--- config.mk ---
export PLATFORM = sky130hd
export DESIGN_NAME = valu_elem_sequencer
export DESIGN_NICKNAME = d
export VERILOG_FILES = /design/src/rtl/valu_pkg.sv /design/src/rtl/valu_elem_sequencer.sv
export SDC_FILE = /design/constraint.sdc
export NUM_CORES = 1
export LEC_CHECK = 0
export ABC_AREA = 1
export CAP_MARGIN = 15
export CELL_PAD_IN_SITES_DETAIL_PLACEMENT = 1
export CELL_PAD_IN_SITES_GLOBAL_PLACEMENT = 1
export CORE_MARGIN = 2
export CORE_UTILIZATION = 33
export DETAILED_ROUTE_END_ITERATION = 8
export PLACE_DENSITY = 0.95
export SETUP_SLACK_MARGIN = 0.3
export SYNTH_ARGS = -nofsm -noshare
export SYNTH_HDL_FRONTEND = slang
export SYNTH_SLANG_ARGS = --single-unit
export TNS_END_PERCENT = 50
--- constraint.sdc ---
create_clock -name clk -period 5 [get_ports clk]
set_input_delay 0.75 -clock clk [delete_from_list [all_inputs] [get_ports clk]]
set_output_delay 0.75 -clock clk [all_outputs]
set_load 0.03 [all_outputs]
--- src/rtl/valu_pkg.sv ---
// valu_pkg: op codes, operand-source codes and FSM states for the vector ALU sequencer (rev 1.0)
`default_nettype none

package valu_pkg;

  localparam logic [4:0] OP_ADD   = 5'd0;
  localparam logic [4:0] OP_SUB   = 5'd1;
  localparam logic [4:0] OP_RSUB  = 5'd2;
  localparam logic [4:0] OP_AND   = 5'd3;
  localparam logic [4:0] OP_OR    = 5'd4;
  localparam logic [4:0] OP_XOR   = 5'd5;
  localparam logic [4:0] OP_SLL   = 5'd6;
  localparam logic [4:0] OP_SRL   = 5'd7;
  localparam logic [4:0] OP_SRA   = 5'd8;
  localparam logic [4:0] OP_MSEQ  = 5'd9;
  localparam logic [4:0] OP_MSNE  = 5'd10;
  localparam logic [4:0] OP_MSLTU = 5'd11;
  localparam logic [4:0] OP_MSLT  = 5'd12;
  localparam logic [4:0] OP_MSLEU = 5'd13;
  localparam logic [4:0] OP_MSLE  = 5'd14;
  localparam logic [4:0] OP_MSGTU = 5'd15;
  localparam logic [4:0] OP_MSGT  = 5'd16;
  localparam logic [4:0] OP_MINU  = 5'd17;
  localparam logic [4:0] OP_MIN   = 5'd18;
  localparam logic [4:0] OP_MAXU  = 5'd19;
  localparam logic [4:0] OP_MAX   = 5'd20;
  localparam logic [4:0] OP_MERGE = 5'd21;

  localparam logic [1:0] SRC_VV = 2'b00;
  localparam logic [1:0] SRC_VX = 2'b01;
  localparam logic [1:0] SRC_VI = 2'b10;

  typedef enum logic [1:0] {
    IDLE  = 2'd0,
    READ  = 2'd1,
    DRAIN = 2'd2
  } state_t;

  function automatic logic is_cmp(input logic [4:0] op);
    return (op >= OP_MSEQ) && (op <= OP_MSGT);
  endfunction

endpackage

`default_nettype wire

--- src/rtl/valu_elem_sequencer.sv ---
// valu_elem_sequencer: steps one vector ALU instruction through its elements, R -> E -> W (rev 1.0)
`default_nettype none

module valu_elem_sequencer
  import valu_pkg::*;
#(
  parameter int VLMAX  = 32,
  parameter int ELEN   = 32,
  parameter int RIDX_W = 5,
  parameter int EIDX_W = 5
) (
  input  logic              clk,
  input  logic              rst_n,
  input  logic              issue_valid,
  output logic              issue_ready,
  input  logic [4:0]        issue_op,
  input  logic [1:0]        issue_src,
  input  logic [RIDX_W-1:0] issue_vd,
  input  logic [RIDX_W-1:0] issue_vs1,
  input  logic [RIDX_W-1:0] issue_vs2,
  input  logic [ELEN-1:0]   issue_scalar,
  input  logic              issue_vm,
  input  logic [EIDX_W:0]   issue_vl,
  input  logic [VLMAX-1:0]  mask_in,
  output logic              rd_en,
  output logic [RIDX_W-1:0] rd_vs1,
  output logic [RIDX_W-1:0] rd_vs2,
  output logic [EIDX_W-1:0] rd_eidx,
  input  logic [ELEN-1:0]   rd_vs1_data,
  input  logic [ELEN-1:0]   rd_vs2_data,
  output logic [ELEN-1:0]   alu_opd1,
  output logic [ELEN-1:0]   alu_opd2,
  output logic [4:0]        alu_op,
  output logic              alu_vm,
  input  logic [ELEN-1:0]   alu_result,
  output logic              wr_en,
  output logic [RIDX_W-1:0] wr_reg,
  output logic [EIDX_W-1:0] wr_eidx,
  output logic [ELEN-1:0]   wr_data,
  output logic              mwr_en,
  output logic [RIDX_W-1:0] mwr_reg,
  output logic [VLMAX-1:0]  mwr_data,
  output logic              busy,
  output logic              done
);

  localparam logic [EIDX_W:0] VLMAX_W = (EIDX_W+1)'(VLMAX);

  state_t              state;
  logic [4:0]          op_q;
  logic                cmp_q;
  logic                scalar_sel;
  logic [RIDX_W-1:0]   vd_q;
  logic [ELEN-1:0]     scalar_q;
  logic                vm_q;
  logic [VLMAX-1:0]    mask_q;
  logic [EIDX_W-1:0]   last_idx;
  logic [EIDX_W-1:0]   cnt;
  logic                any_elem;
  logic                e_valid;
  logic [EIDX_W-1:0]   e_eidx;
  logic [VLMAX-1:0]    mask_acc;

  logic [EIDX_W:0]     vl_eff;
  logic                elem_vm;

  assign vl_eff  = (issue_vl > VLMAX_W) ? VLMAX_W : issue_vl;
  assign elem_vm = vm_q | mask_q[e_eidx];

  // E stage: VRF data arrives the cycle after rd_en, ALU sees it combinationally
  assign alu_opd1 = e_valid ? rd_vs2_data : '0;
  assign alu_opd2 = e_valid ? (scalar_sel ? scalar_q : rd_vs1_data) : '0;
  assign alu_op   = e_valid ? op_q : '0;
  assign alu_vm   = e_valid & elem_vm;

  always_ff @(posedge clk) begin
    if (!rst_n) begin
      state       <= IDLE;
      issue_ready <= 1'b1;
      busy        <= 1'b0;
      done        <= 1'b0;
      rd_en       <= 1'b0;
      rd_vs1      <= '0;
      rd_vs2      <= '0;
      rd_eidx     <= '0;
      wr_en       <= 1'b0;
      wr_reg      <= '0;
      wr_eidx     <= '0;
      wr_data     <= '0;
      mwr_en      <= 1'b0;
      mwr_reg     <= '0;
      mwr_data    <= '0;
      op_q        <= '0;
      cmp_q       <= 1'b0;
      scalar_sel  <= 1'b0;
      vd_q        <= '0;
      scalar_q    <= '0;
      vm_q        <= 1'b0;
      mask_q      <= '0;
      last_idx    <= '0;
      cnt         <= '0;
      any_elem    <= 1'b0;
      e_valid     <= 1'b0;
      e_eidx      <= '0;
      mask_acc    <= '0;
    end else begin
      rd_en   <= 1'b0;
      wr_en   <= 1'b0;
      done    <= 1'b0;
      mwr_en  <= 1'b0;
      e_valid <= rd_en;
      e_eidx  <= rd_eidx;

      if (e_valid) begin
        if (cmp_q) begin
          mask_acc[e_eidx] <= elem_vm & alu_result[0];
        end else if (elem_vm || (op_q == OP_MERGE)) begin
          wr_en   <= 1'b1;
          wr_reg  <= vd_q;
          wr_eidx <= e_eidx;
          wr_data <= alu_result;
        end
      end

      case (state)
        IDLE: begin
          if (issue_valid) begin
            op_q        <= issue_op;
            cmp_q       <= is_cmp(issue_op);
            scalar_sel  <= (issue_src == SRC_VX) || (issue_src == SRC_VI);
            vd_q        <= issue_vd;
            rd_vs1      <= issue_vs1;
            rd_vs2      <= issue_vs2;
            scalar_q    <= issue_scalar;
            vm_q        <= issue_vm;
            mask_q      <= mask_in;
            last_idx    <= EIDX_W'(vl_eff - 1'b1);
            any_elem    <= (vl_eff != '0);
            cnt         <= '0;
            mask_acc    <= '0;
            issue_ready <= 1'b0;
            busy        <= 1'b1;
            state       <= (vl_eff == '0) ? DRAIN : READ;
          end
        end
        READ: begin
          rd_en   <= 1'b1;
          rd_eidx <= cnt;
          cnt     <= cnt + 1'b1;
          if (cnt == last_idx) state <= DRAIN;
        end
        DRAIN: begin
          if (!rd_en && !e_valid) begin
            done        <= 1'b1;
            mwr_en      <= cmp_q & any_elem;
            mwr_reg     <= vd_q;
            mwr_data    <= mask_acc;
            issue_ready <= 1'b1;
            busy        <= 1'b0;
            state       <= IDLE;
          end
        end
        default: state <= IDLE;
      endcase
    end
  end

endmodule

`default_nettype wire

==> metrics.md <==
| Metric | Value |
|---|---|
| Flop2flop setup slack | `~1800 ps` |
| Clock Path Buffers | `3` |
| Total chip power | `0.00503 W` |
| Number of buffers added on ports | `361` |
| DP Worst Slack | `1690 ps` |
| Endpoints failing hold | `0` |
| Pint | `between 0.003 and 0.004 W` |
| Die Ht | `172 µm` |
| Detail Route Antenna Nets | `0` |
| Via/cell ratio | `between 4 and 5` |
| Core region area | `27700 µm²` |
| Min-delay worst type | `reg -> reg` |
| Synth warnings | `0` |
| Hold slack | `between 400 and 500 ps` |
| Post-layout nets | `approximately 1800` |
| Leak pwr | `5.79 nW` |
| Gr usage total | `between 20% and 30%` |
| Switch share | `between 20 and 30%` |
| Filler cell count | `3320` |
| Startpoint Class | `flop` |
| Ports | `around 360` |
| Synthesized flop and latch total | `228` |
| Final cycle utilization of the critical path | `80.2%` |
| PostCTS Resize Cnt | `0` |
| First-pass GRT wire length | `54500 µm` |
| Required time worst endpoint | `4250 ps` |
| Layout cells sized above 1 | `4.36%` |
| Period minus WS final | `roughly 4000 ps` |
| Worst-path clk slew | `70 ps` |
| Slew HR | `22.6%` |
| CTS tree | `yes` |
| Syn Area/Cell | `7.31 µm²` |
| Flop pwr share | `40.6%` |
| CP max-delay cell | `dfxtp_1` |
| Sink Count | `228` |
| Dominant cells by area after synthesis | `dfxtp_1, nand2_1, o21ai_0` |
| Drt wl/cell | `18.1 µm` |
| H-tree depth | `1` |
| Largest area contributor in the netlist | `dfxtp_1` |
| Outcome | `finished, final reports clean` |
| Worst Setup Path Type | `reg -> out` |
| Reg2Reg Depth | `9` |
| Multi-input logic area | `3770 µm²` |
| VDD IR max | `roughly 0.22 mV` |
| Clk root buf | `clkbuf_16` |
| Row cnt | `61` |
| Storage cell area | `4570 µm²` |
| Synth unique cells | `33` |
| Worst-path maximum fanout | `25` |
| F_max | `~250 MHz` |
| Vias in the first global route | `10200` |
| DRC | `0` |
| Final worst slack | `992 ps` |
| Synth top area share | `49.2%` |
| Sw Pwr | `roughly 0.0014 W` |
| Max Cap Viol | `0` |
| GR Overflow Total | `0` |
| RSZ-0062 raised after global routing | `no` |
| Synth async-reset ratio | `0%` |
| Skew-Pair Late Insertion Delay | `530 ps` |
| Worst Tran Pin Value | `1160 ps` |
| Sequential area share after synthesis | `49.2%` |
| Post-Route WL | `35900 µm` |
| PD cells | `~360 nW/µm²` |
| Critical path arrival | `between 3000 and 4000 ps` |
| Post-Syn Nets | `1462` |
| Final Setup Violations | `0` |
| Cell area after layout | `14000 µm²` |
| Starting DRC count in detailed routing | `463` |
| Placer Congestion | `0.799` |
| Initial Utilization | `33.5%` |
| EDFF count, synth | `0` |
| Initial antenna violation count | `4` |
| Critical path capture point type | `output port` |
| Die width | `172 µm` |
| Clock Power Share | `just over 40%` |
| CTS Buf Count | `26` |
| Largest net degree at the start of global routing | `94` |
| Worst hold endpoint | `any_elem` |
| Hold Startpoint | `any_elem` |
| TNS Setup | `0 ps` |
| Area post-placement | `13100 µm²` |
| Reg2Reg Capture Point | `mask_acc[13]` |
| Worst r2r src | `e_eidx[0]` |
| Max Clock Skew | `11.6 ps` |
| Mapped cell area | `9270 µm²` |
| Cell with the most instances after synthesis | `dfxtp_1` |
| Gate count of the mapped netlist | `1268` |
| CP peak stage delay | `860 ps` |
| Critical path, cell by cell | `inv_2 -> nand3_1 -> nand2_1 -> nor2_1 -> nor2_1 -> nor2_1 -> nand3_1 -> nand2_1 -> inv_1 -> clkdlybuf4s50_1` |
| Dpl hpwl | `25900 µm` |
| Slew Limit Fails | `0` |
| Hold Crit Depth | `2` |
| Synth-to-layout area growth | `51.5%` |
| Die Area | `between 20000 and 30000 µm²` |
| Post-CTS Hold Buffers | `0` |
| Most used cell along the critical path | `nor2_1` |
| Logic pwr share | `between 10% and 20%` |
| # Post-CTS Setup Buffers | `0` |
| Commonest cells in the netlist | `dfxtp_1, nand2_1, o21ai_0` |
| Synth Flop Type | `dfxtp_1` |
| DR vias | `9751` |
| Drt first pass iters | `4` |
cells in the final DEF, fill, tap and decap left out, drive strengths merged, types with 2 or more instances in the layout:
cell type      instances
nor2                 157
nand4                  5
o21ai                166
o31ai                  3
clkinvlp               3
ha                     2
diode                  4
inv                  159
nand3                 56
nand2                224
clkbuf                28
nor3                   9
o22ai                  6
a22o                  37
bufinv                 5
clkdlybuf4s50        360
clkinv                14
a21oi                117
dfxtp                228
xnor2                  4
buf                   12
or2                    2
final cells by class:
class,count,area share [%]
clock inverter,20,1.74
multi-input combinational,797,26.8
timing repair buffer,372,26.3
clock buffer,28,4.91
inverter,161,4.30
tap,378,3.37
antenna,4,0.0713
sequential,228,32.5
worst max path at each step:
stage	startpoint	end	depth (start not counted)
6_report	e_eidx[0]	alu_vm	10
5_1_grt	e_eidx[0]	alu_vm	12
4_1_cts	e_eidx[0]	alu_vm	12
3_5_place_dp	e_eidx[0]	alu_vm	12
3_3_place_gp	e_eidx[0]	alu_vm	12
2_1_floorplan	scalar_sel	alu_opd2[29]	4
metal layers:
layer	vias up	share of wire (%)	GRT usage [%]
met5	-	0	0
met4	0	4.4	10.0
met3	80	6.6	6.19
met2	302	50	42.0
met1	4651	39	26.1
li1	4718	-	-
cells by family after synthesis:
| logic type | synth area share, % |
|---|---|
| fa+ha+maj | 0.270 |
| buf+inv | 10.4 |
| flops | 49.2 |
| simple gates | 19.7 |
| compound gates | 19.9 |
| xor+xnor | 0.472 |
power by group through the flow:
stage	registers, W	clock network (W)	logic (W)
floorplan	0.00214	0	0.000435
detailed placement	0.00208	0	0.000919
finish	0.00204	0.00206	0.000927
CTS	0.00204	0.00210	0.000934
global route	0.00206	0.00217	0.00101
global placement	0.00207	0	0.000885
critical path, delay by kind of cell, from the launching register on:
family / cells / cell delay (ps)
and+or+nand+nor: 7 / 940
buffers and inverters: 3 / 940
DFF: 1 / 860
through the flow:
step / utilization (%) / std cells
CTS: 50.7 / 1984
detailed placement: 47.3 / 1936
global placement: 47.3 / 1936
floorplan: - / 1268
finish: 50.7 / 1988
global route: 50.7 / 1987
(Power assumes the default switching activity.)
==> edit (same settings) <==
Set the parameter `EIDX_W` to 6 (it was 5).
--- a/src/rtl/valu_elem_sequencer.sv
+++ b/src/rtl/valu_elem_sequencer.sv
@@ -9,3 +9,3 @@
   parameter int RIDX_W = 5,
-  parameter int EIDX_W = 5
+  parameter int EIDX_W = 6
 ) (
Interface: changed (resized issue_vl, rd_eidx and wr_eidx); port bits go from 362 to 365. The function was not compared with the original's and may differ.
==> edit against the unedited design <==
- cell area increased by 3.6%
- sequential cell count increased by 5
- utilization about the same
- setup slack got worse by 0.085 ns
- total power barely moved
- combinational power is 19% lower
- wire length rose by 2.6%
- sequential share of layout area decreased by 0.45 points
- synthesized area increased by 3.9%
- critical path type unchanged
- highest routed layer is now met5
==> edit: results <==
[detailed_routing]
wirelength_microns = 36840
routed-via-count = 10070
drtPass1Iterations = 4
drt_iter0_drc = 482

[clock_network]
clk_path_buf_depth = 3
clk_pin_slew_ns = 0.06
htreeDepth = 1
cts-buffers-inserted = 27
ctsRootBufferMaster = clkbuf_16
postCtsSetupBuffers = 0
cts_resized = 0
clock_latency_ns = 0.54

[cells_and_area]
drive_gt1_share_pct = 6.136
stdcell_count = 2032
fin_nets = 1821
fillers = 3410

[synth]
synth-async-reset-ratio_pct = 0
yosysUniqueCellTypes = 31
ys.flop_type = dfxtp_1
synth-xor-area-share_pct = 0.6366
synthMuxAreaShare_pct = 0
ys_seq_area_share_pct = 48.43
syn_inst = 1298
synth-compound-area-share_pct = 20.07
synth.area.top_cells = dfxtp_1, nand2_1, o21ai_0
syn_nets = 1493
yosys.area_share.adder_pct = 0.2598
synth_commonest_cells = nand2_1, dfxtp_1, inv_1, o21ai_0, nor2_1

[power]
p_per_area_mw_per_mm2 = 345.5
peakVddDrop_uv = 232.6
power.switching_w = 0.001327
p_leak_nw = 5.962

[setup_path]
crit_slowest_cell = dfxtp_1
cp_top_family = simple AND/OR/NAND/NOR gates
slowest_delay_ns = 0.90
crit_fanout = 26

[run_status]
status = finished, final reports clean

[global_route]
grt_max_degree = 76
antenna_found_initial = 2
grt_pass1_wl_microns = 56890
grt_usage_pct = 23.29
first_global_vias = 10630

[place]
place_hpwl_microns = 27200
post-place-ws_ns = 1.662
gp_congestion = 0.7971
placed_cell_area_sq_mm = 0.01353
port_buffers = 364

[min_path]
hold_class = flop to flop

[sta]
relSlewSlack_pct = 23.40
fin_skew_ns = 0.02522
==> edit: cell count changes after synthesis, sizes merged, moves of 3 or more <==
cell	delta
clkbuf	-12
nand3	+5
nor2	-87
dfxtp	+5
buf	+7
a31oi	+31
xor2	+3
o22ai	+3
nor3	+3
a21oi	-35
nand2	+77
inv	+38
==> edit: final cells by class <==
cell class	count	share of cell area (%)
Sequential cell	233	32.06
Multi-Input combinational cell	789	26.76
Timing Repair Buffer	376	25.70
Clock buffer	35	5.260
Inverter	199	5.131
Tap cell	384	3.300
Clock inverter	14	1.762
Antenna cell	2	0.03438
==> edit: path summary, 6_finish.rpt <==
check	start	to	slack (ns)	depth (start not counted)
min	rd_eidx[4]	e_eidx[4]	0.44	2
min reg2reg	rd_eidx[4]	e_eidx[4]	0.44	2
max	e_eidx[0]	alu_vm	0.91	12
max reg2reg	e_eidx[0]	mask_acc[15]	1.75	11
==> edit: worst register-to-register path, cell delays in order (launching register included) <==
cell and delay [ns]:
dfxtp_1 0.90, inv_2 0.28, nand2_1 0.18, nand2_1 0.09, nand2_1 0.08, nand2_1 0.06
nand2_1 0.05, nand2_1 0.07, nor2_2 0.16, nand3_1 0.16, nand2_1 0.81, a31oi_1 0.24
==> edit: power by group through the flow <==
stage	combinational, W	clock, W	sequential [W]
floorplan	0.000380	0	0.00208
global placement	0.000727	0	0.00206
detailed placement	0.000755	0	0.00207
CTS	0.000761	0.00228	0.00203
global route	0.000817	0.00237	0.00204
finish	0.000755	0.00224	0.00203
==> edit: metal layers <==
layer	track usage, %	share of wire (%)
met4	11.70	5.1
met1	25.00	37
met5	0	0.043
met2	42.72	51
met3	5.309	6.5
